==> src/rtl/cnn_tile_sched_if.sv <==
// Issue-side bus of the CNN tile scheduler: the start handshake plus the
// index tuple handed to the datapath with its valid/ready handshake.
interface cnn_tile_sched_if #(
  parameter int N_p = 1,
  parameter int M_p = 1,
  parameter int K_p = 3,
  parameter int R_p = 4,
  parameter int C_p = 4
);
  localparam int WN = (N_p > 1) ? $clog2(N_p) : 1;
  localparam int WM = (M_p > 1) ? $clog2(M_p) : 1;
  localparam int WK = (K_p > 1) ? $clog2(K_p) : 1;
  localparam int WR = (R_p > 1) ? $clog2(R_p) : 1;
  localparam int WC = (C_p > 1) ? $clog2(C_p) : 1;

  logic          valid_i;
  logic          ready_o;
  logic          issue_v_o;
  logic          issue_ready_i;
  logic [WM-1:0] to_o;
  logic [WN-1:0] ti_o;
  logic [WR-1:0] row_o;
  logic [WC-1:0] col_o;
  logic [WK-1:0] ki_o;
  logic [WK-1:0] kj_o;
  logic          first_o;
  logic          last_o;

  // Scheduler side: accepts start requests and drives the index tuple.
  modport master (
    input  valid_i, issue_ready_i,
    output ready_o, issue_v_o, to_o, ti_o, row_o, col_o, ki_o, kj_o, first_o, last_o
  );

  // Host/datapath side: requests runs and consumes tuples.
  modport slave (
    output valid_i, issue_ready_i,
    input  ready_o, issue_v_o, to_o, ti_o, row_o, col_o, ki_o, kj_o, first_o, last_o
  );
endinterface

==> src/rtl/cnn_tile_sched.sv <==
// CNN tile loop-nest scheduler. Walks the nest to/ti/row/col/ki/kj (outermost
// to innermost), presenting one index tuple per accepted transfer, then waits
// for the datapath to drain before pulsing done.
module cnn_tile_sched #(
  parameter int N_p  = 1,
  parameter int M_p  = 1,
  parameter int K_p  = 3,
  parameter int R_p  = 4,
  parameter int C_p  = 4,
  parameter int Tn_p = 1,
  parameter int Tm_p = 1
) (
  input  logic             clk_i,
  input  logic             reset_i,
  cnn_tile_sched_if.master bus,
  input  logic             dp_idle_i,
  output logic             done_o,
  output logic             busy_o
);
  localparam int WN = (N_p > 1) ? $clog2(N_p) : 1;
  localparam int WM = (M_p > 1) ? $clog2(M_p) : 1;
  localparam int WK = (K_p > 1) ? $clog2(K_p) : 1;
  localparam int WR = (R_p > 1) ? $clog2(R_p) : 1;
  localparam int WC = (C_p > 1) ? $clog2(C_p) : 1;

  // Terminal values and strides of each loop counter.
  localparam logic [WK-1:0] K_MAX   = WK'(K_p - 1);
  localparam logic [WC-1:0] C_MAX   = WC'(C_p - 1);
  localparam logic [WR-1:0] R_MAX   = WR'(R_p - 1);
  localparam logic [WN-1:0] TI_MAX  = WN'(N_p - Tn_p);
  localparam logic [WN-1:0] TI_STEP = WN'(Tn_p);
  localparam logic [WM-1:0] TO_MAX  = WM'(M_p - Tm_p);
  localparam logic [WM-1:0] TO_STEP = WM'(Tm_p);

  typedef enum logic [1:0] {
    IDLE  = 2'd0,
    RUN   = 2'd1,
    DRAIN = 2'd2
  } state_e;

  state_e        state_q, state_d;
  logic [WM-1:0] to_q, to_d;
  logic [WN-1:0] ti_q, ti_d;
  logic [WR-1:0] row_q, row_d;
  logic [WC-1:0] col_q, col_d;
  logic [WK-1:0] ki_q, ki_d;
  logic [WK-1:0] kj_q, kj_d;
  logic          issue_v_q, issue_v_d;
  logic          first_q, first_d;
  logic          last_q, last_d;
  logic          done_q, done_d;
  logic          ready_q, ready_d;
  logic          busy_q, busy_d;

  // Carry chain: a counter advances only when every inner counter wraps.
  logic xfer_s;
  logic cy_ki_s, cy_col_s, cy_row_s, cy_ti_s, cy_to_s, fin_s;

  assign xfer_s   = issue_v_q & bus.issue_ready_i;
  assign cy_ki_s  = xfer_s   & (kj_q  == K_MAX);
  assign cy_col_s = cy_ki_s  & (ki_q  == K_MAX);
  assign cy_row_s = cy_col_s & (col_q == C_MAX);
  assign cy_ti_s  = cy_row_s & (row_q == R_MAX);
  assign cy_to_s  = cy_ti_s  & (ti_q  == TI_MAX);
  assign fin_s    = cy_to_s  & (to_q  == TO_MAX);

  // Next-state, next-counter and next-output computation.
  always_comb begin
    state_d = state_q;
    to_d    = to_q;
    ti_d    = ti_q;
    row_d   = row_q;
    col_d   = col_q;
    ki_d    = ki_q;
    kj_d    = kj_q;
    done_d  = 1'b0;

    case (state_q)
      IDLE: begin
        if (bus.valid_i) begin
          state_d = RUN;
          to_d    = '0;
          ti_d    = '0;
          row_d   = '0;
          col_d   = '0;
          ki_d    = '0;
          kj_d    = '0;
        end else begin
          state_d = IDLE;
        end
      end
      RUN: begin
        // The final transfer wraps every counter back to zero.
        kj_d    = xfer_s   ? ((kj_q  == K_MAX)  ? '0 : kj_q  + WK'(1)) : kj_q;
        ki_d    = cy_ki_s  ? ((ki_q  == K_MAX)  ? '0 : ki_q  + WK'(1)) : ki_q;
        col_d   = cy_col_s ? ((col_q == C_MAX)  ? '0 : col_q + WC'(1)) : col_q;
        row_d   = cy_row_s ? ((row_q == R_MAX)  ? '0 : row_q + WR'(1)) : row_q;
        ti_d    = cy_ti_s  ? ((ti_q  == TI_MAX) ? '0 : ti_q  + TI_STEP) : ti_q;
        to_d    = cy_to_s  ? ((to_q  == TO_MAX) ? '0 : to_q  + TO_STEP) : to_q;
        state_d = fin_s ? DRAIN : RUN;
      end
      DRAIN: begin
        if (dp_idle_i) begin
          state_d = IDLE;
          done_d  = 1'b1;
        end else begin
          state_d = DRAIN;
        end
      end
      default: begin
        state_d = IDLE;
        to_d    = '0;
        ti_d    = '0;
        row_d   = '0;
        col_d   = '0;
        ki_d    = '0;
        kj_d    = '0;
      end
    endcase

    issue_v_d = (state_d == RUN);
    ready_d   = (state_d == IDLE);
    busy_d    = (state_d != IDLE);
    // Flags are qualified by valid so they read 0 whenever no tuple is shown.
    first_d   = issue_v_d & (ti_d == '0) & (ki_d == '0) & (kj_d == '0);
    last_d    = issue_v_d & (ti_d == TI_MAX) & (ki_d == K_MAX) & (kj_d == K_MAX);
  end

  // FSM state, loop counters and registered outputs with synchronous reset.
  always_ff @(posedge clk_i) begin
    if (reset_i) begin
      state_q   <= IDLE;
      to_q      <= '0;
      ti_q      <= '0;
      row_q     <= '0;
      col_q     <= '0;
      ki_q      <= '0;
      kj_q      <= '0;
      issue_v_q <= 1'b0;
      first_q   <= 1'b0;
      last_q    <= 1'b0;
      done_q    <= 1'b0;
      ready_q   <= 1'b1;
      busy_q    <= 1'b0;
    end else begin
      state_q   <= state_d;
      to_q      <= to_d;
      ti_q      <= ti_d;
      row_q     <= row_d;
      col_q     <= col_d;
      ki_q      <= ki_d;
      kj_q      <= kj_d;
      issue_v_q <= issue_v_d;
      first_q   <= first_d;
      last_q    <= last_d;
      done_q    <= done_d;
      ready_q   <= ready_d;
      busy_q    <= busy_d;
    end
  end

  assign bus.ready_o   = ready_q;
  assign bus.issue_v_o = issue_v_q;
  assign bus.to_o      = to_q;
  assign bus.ti_o      = ti_q;
  assign bus.row_o     = row_q;
  assign bus.col_o     = col_q;
  assign bus.ki_o      = ki_q;
  assign bus.kj_o      = kj_q;
  assign bus.first_o   = first_q;
  assign bus.last_o    = last_q;
  assign done_o        = done_q;
  assign busy_o        = busy_q;
endmodule

==> src/flat_wrapper.sv <==
// flat-port wrapper written by rule: the top's interface ports become plain ports
module cnn_tile_sched_flat 
#(
  parameter int N_p  = 1,
  parameter int M_p  = 1,
  parameter int K_p  = 3,
  parameter int R_p  = 4,
  parameter int C_p  = 4,
  parameter int Tn_p = 1,
  parameter int Tm_p = 1
)
  (clk_i, reset_i, dp_idle_i, done_o, busy_o, bus_valid_i, bus_issue_ready_i, bus_ready_o, bus_issue_v_o, bus_to_o, bus_ti_o, bus_row_o, bus_col_o, bus_ki_o, bus_kj_o, bus_first_o, bus_last_o);
  cnn_tile_sched_if #(.N_p(N_p), .M_p(M_p), .K_p(K_p), .R_p(R_p), .C_p(C_p)) bus_i ();
  input  logic clk_i;
  input  logic reset_i;
  input  logic dp_idle_i;
  output logic done_o;
  output logic busy_o;
  input wire logic [$bits(bus_i.valid_i)-1:0] bus_valid_i;
  input wire logic [$bits(bus_i.issue_ready_i)-1:0] bus_issue_ready_i;
  output wire logic [$bits(bus_i.ready_o)-1:0] bus_ready_o;
  output wire logic [$bits(bus_i.issue_v_o)-1:0] bus_issue_v_o;
  output wire logic [$bits(bus_i.to_o)-1:0] bus_to_o;
  output wire logic [$bits(bus_i.ti_o)-1:0] bus_ti_o;
  output wire logic [$bits(bus_i.row_o)-1:0] bus_row_o;
  output wire logic [$bits(bus_i.col_o)-1:0] bus_col_o;
  output wire logic [$bits(bus_i.ki_o)-1:0] bus_ki_o;
  output wire logic [$bits(bus_i.kj_o)-1:0] bus_kj_o;
  output wire logic [$bits(bus_i.first_o)-1:0] bus_first_o;
  output wire logic [$bits(bus_i.last_o)-1:0] bus_last_o;
  assign bus_i.valid_i = bus_valid_i;
  assign bus_i.issue_ready_i = bus_issue_ready_i;
  assign bus_ready_o = bus_i.ready_o;
  assign bus_issue_v_o = bus_i.issue_v_o;
  assign bus_to_o = bus_i.to_o;
  assign bus_ti_o = bus_i.ti_o;
  assign bus_row_o = bus_i.row_o;
  assign bus_col_o = bus_i.col_o;
  assign bus_ki_o = bus_i.ki_o;
  assign bus_kj_o = bus_i.kj_o;
  assign bus_first_o = bus_i.first_o;
  assign bus_last_o = bus_i.last_o;
  cnn_tile_sched #(.N_p(N_p), .M_p(M_p), .K_p(K_p), .R_p(R_p), .C_p(C_p), .Tn_p(Tn_p), .Tm_p(Tm_p)) u_core (.clk_i(clk_i), .reset_i(reset_i), .bus(bus_i), .dp_idle_i(dp_idle_i), .done_o(done_o), .busy_o(busy_o));
endmodule
==> config.mk <==
export PLATFORM = sky130hd
export DESIGN_NAME = cnn_tile_sched_flat
export DESIGN_NICKNAME = d
export VERILOG_FILES = /design/src/rtl/cnn_tile_sched_if.sv /design/src/rtl/cnn_tile_sched.sv /design/src/flat_wrapper.sv
export SDC_FILE = /design/constraint.sdc
export NUM_CORES = 1
export LEC_CHECK = 0
export ABC_AREA = 1
export BUFFER_PORTS_ARGS = -buffer_cell sky130_fd_sc_hd__buf_2
export CORE_AREA = 2 2 54 56
export CTS_BUF_LIST = sky130_fd_sc_hd__clkbuf_16
export DETAILED_ROUTE_END_ITERATION = 10
export DIE_AREA = 0 0 56 58
export GPL_ROUTABILITY_DRIVEN = 1
export GPL_TIMING_DRIVEN = 0
export HOLD_SLACK_MARGIN = 0.03
export SLEW_MARGIN = 20
export SYNTH_ARGS = -nofsm -noshare
export SYNTH_HDL_FRONTEND = slang
export SYNTH_SLANG_ARGS = --single-unit
==> constraint.sdc <==
create_clock -name clk_i -period 3.2 [get_ports clk_i]
set_input_delay 0.32 -clock clk_i [delete_from_list [all_inputs] [get_ports clk_i]]
set_output_delay 0.32 -clock clk_i [all_outputs]
set_load 0.02 [all_outputs]
==> results of run 1 <==
[cells in the mapped netlist, types with 2 or more instances]
library cell and n:
sky130_fd_sc_hd__nand2_1 26, sky130_fd_sc_hd__dfxtp_1 17, sky130_fd_sc_hd__nor2_1 15, sky130_fd_sc_hd__inv_1 11, sky130_fd_sc_hd__nand2_2 9, sky130_fd_sc_hd__nand3_1 8, sky130_fd_sc_hd__inv_2 7, sky130_fd_sc_hd__nor2_4 6
sky130_fd_sc_hd__a21oi_1 5, sky130_fd_sc_hd__nor2_2 3, sky130_fd_sc_hd__o21ai_1 3, sky130_fd_sc_hd__a21oi_2 2, sky130_fd_sc_hd__ha_1 2, sky130_fd_sc_hd__nand4_1 2, sky130_fd_sc_hd__nor3_1 2
[through the flow]
stage	cell area [um^2]	worst slack (ns)
finish	1140	1.92
global placement	1060	1.92
CTS	1140	1.91
detailed placement	1060	1.89
global route	1140	1.81
floorplan	936	1.90
[critical path: stages, from the launching register on]
cell	delay, ns
sky130_fd_sc_hd__dfxtp_1	0.38
sky130_fd_sc_hd__inv_2	0.09
sky130_fd_sc_hd__nor2_4	0.10
sky130_fd_sc_hd__nand2_2	0.09
sky130_fd_sc_hd__nor2_4	0.11
sky130_fd_sc_hd__nand4_2	0.11
sky130_fd_sc_hd__nand2_1	0.10
sky130_fd_sc_hd__nand2_2	0.07
sky130_fd_sc_hd__nand2_2	0.08
sky130_fd_sc_hd__nand2_1	0.05
[layout make-up]
cell class	instances	share of cell area, %
Buffer	3	1.97
Clock buffer	3	6.56
Clock inverter	1	0.328
Inverter	18	5.91
Multi-Input combinational cell	91	44.2
Sequential cell	17	29.8
Tap cell	31	3.39
Timing Repair Buffer	18	7.88
[report_power, final]
part	internal, mW	switching, mW	leakage, nW	total (mW)
combinational	0.0257	0.0484	0.396	0.0742
sequential	0.221	0.00645	0.139	0.227
clock	0.166	0.0789	0.0423	0.245
total	0.413	0.134	0.577	0.546
[per-layer routing]
layer  wire length, um  part of all wire (%)
met5                 0                     0
met3                58                   3.0
met2               940                    49
met4                61                   3.2
met1               843                    44
[cells by family (layout without fill, tap and decap cells)]
kind of cell	count (synthesis)	count (layout)	synth area share (%)
AO/OA/AOI/OAI	14	14	8.96
buffers and inverters	21	43	9.63
adder cells (fa/ha/maj)	2	2	2.67
AND/OR/NAND/NOR	74	74	42.0
other	1	1	0.401
flip-flops	17	17	36.4
[how the worst min path moves through the flow]
stage / end / slack (ns) / cells after the start / startpoint
2_1_floorplan: u_core.done_o / 0.45 / 2 / dp_idle_i
3_3_place_gp: u_core.bus.col_o[1] / 0.47 / 2 / u_core.bus.col_o[1]
3_5_place_dp: u_core.bus.col_o[1] / 0.48 / 2 / u_core.bus.col_o[1]
4_1_cts: u_core.done_o / 0.32 / 3 / dp_idle_i
5_1_grt: u_core.done_o / 0.34 / 3 / dp_idle_i
6_report: u_core.done_o / 0.32 / 3 / dp_idle_i
[sequential cells by signal (all words and copies together) (netlist names)]
signal	count
u_core.bus.ki_o	2
u_core.bus.ready_o	1
u_core.bus.last_o	1
u_core.bus.row_o	2
u_core.bus.kj_o	2
u_core.bus.first_o	1
u_core.done_o	1
u_core.state_q	2
u_core.bus.col_o	2
u_core.busy_o	1
u_core.bus.ti_o	1
u_core.bus.issue_v_o	1
==> metrics.cfg, run 1 <==
[synth]
synth.largest_area_cell = sky130_fd_sc_hd__dfxtp_1
netlist_top_cells_area = sky130_fd_sc_hd__dfxtp_1, sky130_fd_sc_hd__nand2_1, sky130_fd_sc_hd__nor2_4
yosys_register_bits = 17
synthFlopType = sky130_fd_sc_hd__dfxtp_1
yosys.cell_types.count = 26
synth.avg_cell_area_um2 = 7.26
post_synth_instance_area_um2 = 936
mapped_nets = 136
number_of_enable_flip_flop_cells_after_synthesis = 0
synth_cells = 129
synth_top_area_share_pct = 36.4
synth.yosys.warnings = 0
async_reset_ff_share_pct = 0
seq_area_frac_synth_pct = 36.4

[final_layout]
final_nets = 159
layout.cells.most_common = sky130_fd_sc_hd__nand2_1
syn2layout_area_growth_pct = 22.2
final_layout_size_suffix_gt1_share_pct = 35.1
final_cell_mix = sky130_fd_sc_hd__nand2_1, sky130_fd_sc_hd__buf_2, sky130_fd_sc_hd__dfxtp_1
filler_cell_count = 284
final-seq-area_um2 = 340
antennaDiodeCount = 0
layoutNonFillerInstCount = 182
final_core_util_pct = 43.0
multi_input_gate_area_in_the_final_layout_um2 = 505

[sta]
maxSlewViolCount = 0
period_share_pct = 39.9
hold_violations = 0
rsz_0062_raised_after_global_routing = false
finalCriticalPeriod_ns = 1.28
timing.hold.ws_ns = 0.317
finalSetupViolCount = 0
skew_ns = 0.00155
fmax_mhz = 782
finalSetupTns_ns = 0

[worst_setup_path]
r2r-end = u_core.busy_o
critical_path_peak_fanout = 4
r2r-start = u_core.bus.kj_o[1]
reg2regPathDepth = 9
worst-setup-path-type = reg2reg
worst-endpoint-arrival_ns = 1.42
setup.worst_path.end_class = register
r2r_setup_slack_ns = 1.92
critPathLaunch = u_core.bus.kj_o[1]
worstSetupEndpoint = u_core.busy_o
critPathLaunchType = register
critical_path_required_ns = 3.34

[cts]
buffer_type_at_the_clock_tree_root = sky130_fd_sc_hd__clkbuf_16
worst_skew_pair.late_latency_ns = 0.25
path_clk_slew_ns = 0.05
post-cts-setup-buffers = 0
cts_max_path_buffers = 2
numClockSinks = 17
cts_max_level = 1
cts_tree = built
hold_buffers = 0
numCtsBuffers = 3
post_cts.resized_instances = 0

[power_and_ir_drop]
ir_worst_vdd_mv = 0.306
p_leak_nw = 0.577
powerDensity_nw_per_um2 = 478
fin_total_pwr_uw = 546

[route]
drt_pass1_iterations = 4
remaining_drc_errors = 0
post_drt_wl_per_cell_um = 10.5
viasPerCell = 4.71
drt_iter0_drc = 13
vias = 858
wirelength_um = 1900
antenna_violating_nets_post_route = 0

[die]
floorplan.rows = 19
num_io_pins = 21
placeableCoreArea_um2 = 2660
floorplan.initialDensity_pct = 35.2
die_width_um = 56
fp.dieH_um = 58
design.die.area_um2 = 3250

[placed_design]
buffer_ports.inserted = 18
detailed_place_hpwl_um = 1550
place.detailed.instances = 178
gpl.final_weighted_congestion = 0.791

[global_route]
global_route_wire_length_before_repair_um = 3430
grt_pass1_vias = 847
busiest_layer = met2
grt_antenna_before_repair = 0
use_met1_pct = 16.0
gr-usage-met3_pct = 2.46
grt_max_degree = 11
global_route_total_overflow = 0
global_route.usage.met2_pct = 22.2
global_route.usage.total_pct = 13.4

[run]
drv.max_cap_violation_count = 0

[hold_path]
timing.hold.worst.class = in2reg

[status]
run_status = completed

Note: power is estimated with default switching activity, not from simulation.
==> inputs of run 2 (changes only) <==
Clock period 3.2 ns to 1.3 ns, I/O delays scaled along.
==> metrics.cfg, run 2 (synthesis gave the netlist of run 1 again) <==
[placed_design]
place.detailed.instances = 178  ; unchanged
gpl.final_weighted_congestion = 0.791  ; unchanged
buffer_ports.inserted = 18  ; unchanged
detailed_place_hpwl_um = 1550  ; unchanged

[final_layout]
final_layout_size_suffix_gt1_share_pct = 42.1  ; was 35.1%
antennaDiodeCount = 0  ; unchanged
syn2layout_area_growth_pct = 28.3  ; was 22.2%
layout.cells.most_common = sky130_fd_sc_hd__nand2_1  ; unchanged
layoutNonFillerInstCount = 183  ; was 182
final_nets = 160  ; was 159
final_cell_mix = sky130_fd_sc_hd__nand2_1, sky130_fd_sc_hd__buf_2, sky130_fd_sc_hd__nor2_1  ; was sky130_fd_sc_hd__nand2_1, sky130_fd_sc_hd__buf_2, sky130_fd_sc_hd__dfxtp_1
filler_cell_count = 277  ; was 284

[sta]
skew_ns = 0.00164  ; was 0.00155 ns
period_share_pct = 93.6  ; was 39.9%
rsz_0062_raised_after_global_routing = true  ; was false
hold_violations = 0  ; unchanged
finalSetupTns_ns = 0  ; unchanged
fmax_mhz = 822  ; was 782 MHz
finalSetupViolCount = 0  ; unchanged
maxSlewViolCount = 0  ; unchanged
finalCriticalPeriod_ns = 1.22  ; was 1.28 ns

[worst_setup_path]
critical_path_required_ns = 1.44  ; was 3.34 ns
critPathLaunch = u_core.bus.issue_v_o  ; was u_core.bus.kj_o[1]
setup.worst_path.end_class = register  ; unchanged
critical_path_peak_fanout = 5  ; was 4
worst-setup-path-type = reg2reg  ; unchanged
max_stage_delay_ns = 0.35  ; was 0.38 ns
r2r-start = u_core.bus.issue_v_o  ; was u_core.bus.kj_o[1]
cp_slowest_cell = sky130_fd_sc_hd__dfxtp_2  ; was sky130_fd_sc_hd__dfxtp_1
worst-endpoint-arrival_ns = 1.36  ; was 1.42 ns
critPathLaunchType = register  ; unchanged
crit_path_frequent_cell = sky130_fd_sc_hd__nand2_2  ; unchanged
path_cells = nand2_4 -> inv_2 -> nand2_2 -> nor2_4 -> nand4_4 -> nand2_2 -> nand2_2 -> nand2_2 -> nand2_1  ; was inv_2 -> nor2_4 -> nand2_2 -> nor2_4 -> nand4_2 -> nand2_1 -> nand2_2 -> nand2_2 -> nand2_1

[run]
drv.max_cap_violation_count = 0  ; unchanged

[hold_path]
timing.hold.worst.class = in2reg  ; unchanged
min_delay_src = dp_idle_i  ; unchanged

[die]
die_width_um = 56  ; unchanged
floorplan.rows = 19  ; unchanged
placeableCoreArea_um2 = 2660  ; unchanged
design.die.area_um2 = 3250  ; unchanged
num_io_pins = 21  ; unchanged
fp.dieH_um = 58  ; unchanged
floorplan.initialDensity_pct = 35.2  ; unchanged

[global_route]
grt_max_degree = 11  ; unchanged
grt_antenna_before_repair = 0  ; unchanged
global_route.usage.total_pct = 13.4  ; unchanged
grt_pass1_vias = 847  ; unchanged
global_route_wire_length_before_repair_um = 3430  ; unchanged
global_route_total_overflow = 0  ; unchanged

[cts]
numClockSinks = 17  ; unchanged
numCtsBuffers = 3  ; unchanged
hold_buffers = 0  ; unchanged
path_clk_slew_ns = 0.05  ; about the same
cts_tree = built  ; unchanged
worst_skew_pair.late_latency_ns = 0.25  ; about the same
buffer_type_at_the_clock_tree_root = sky130_fd_sc_hd__clkbuf_16  ; unchanged
cts_max_path_buffers = 2  ; unchanged
cts_max_level = 1  ; unchanged

[route]
vias = 870  ; was 858
wirelength_um = 1970  ; was 1900 um
post_drt_wl_per_cell_um = 10.8  ; was 10.5 um
remaining_drc_errors = 0  ; unchanged
antenna_violating_nets_post_route = 0  ; unchanged
drt_iter0_drc = 13  ; unchanged
viasPerCell = 4.75  ; was 4.71
drt_pass1_iterations = 4  ; unchanged

[power_and_ir_drop]
ir_worst_vdd_mv = 0.755  ; was 0.306 mV
p_leak_nw = 0.599  ; was 0.577 nW
powerDensity_nw_per_um2 = 1130  ; was 478 nW/um^2

[status]
run_status = completed  ; unchanged

==> run 2: power by group <==
| group | switching [mW] | internal [mW] |
|---|---|---|
| sequential | 0.0178 | 0.545 |
| combinational | 0.125 | 0.0684 |
| clock | 0.193 | 0.408 |
==> run 2: final cells by class <==
cell class | count | area, um^2 | share of cell area, %
Clock inverter | 1 | 3.75 | 0.313
Multi-Input combinational cell | 91 | 548 | 45.6
Buffer | 3 | 22.5 | 1.88
Sequential cell | 17 | 345 | 28.8
Tap cell | 31 | 38.8 | 3.23
Inverter | 18 | 70.1 | 5.83
Clock buffer | 3 | 75.1 | 6.25
Timing Repair Buffer | 19 | 97.6 | 8.13
==> run 2: critical path: cells and delay by family (launching register included) <==
| family | cells | cell delay (ns) |
|---|---|---|
| and+or+nand+nor | 8 | 0.69 |
| buffers and inverters | 1 | 0.07 |
| DFF | 1 | 0.35 |
==> run 2: per-layer routing <==
layer  GRT usage [%]  wire length, um
met5               0                0
met4            8.84               62
met3            2.46               67
met2            22.2             1010
met1            16.0              834
==> run 2: final timing paths <==
path         slack [ns]                  end  cells after the start
min                0.13        u_core.done_o                      3
min reg2reg        0.49  u_core.bus.row_o[1]                      2
max reg2reg        0.08        u_core.busy_o                      9
max                0.08        u_core.busy_o                      9
==> run 2: repair_timing <==
item / 4_1_cts / 5_1_grt
resized for setup: 0 / 14
setup buffers: 0 / 1
setup endpoints to repair: 0 / 10
hold endpoints to repair: 0 / 0
==> run 2: per-stage QoR <==
step                      instance area [um^2]  setup slack, ns  hold WS [ns]  power [mW]  util, %
after floorplan                            936          0.00265         0.258       0.707        -
after CTS                                 1140          0.00999         0.126        1.36     43.0
after global routing                      1200          -0.0129         0.145        1.43     45.1
final                                     1200           0.0829         0.127        1.36     45.1
after global placement                    1060           0.0464         0.377       0.751     40.0
after detailed placement                  1060           0.0192         0.383       0.756     40.0
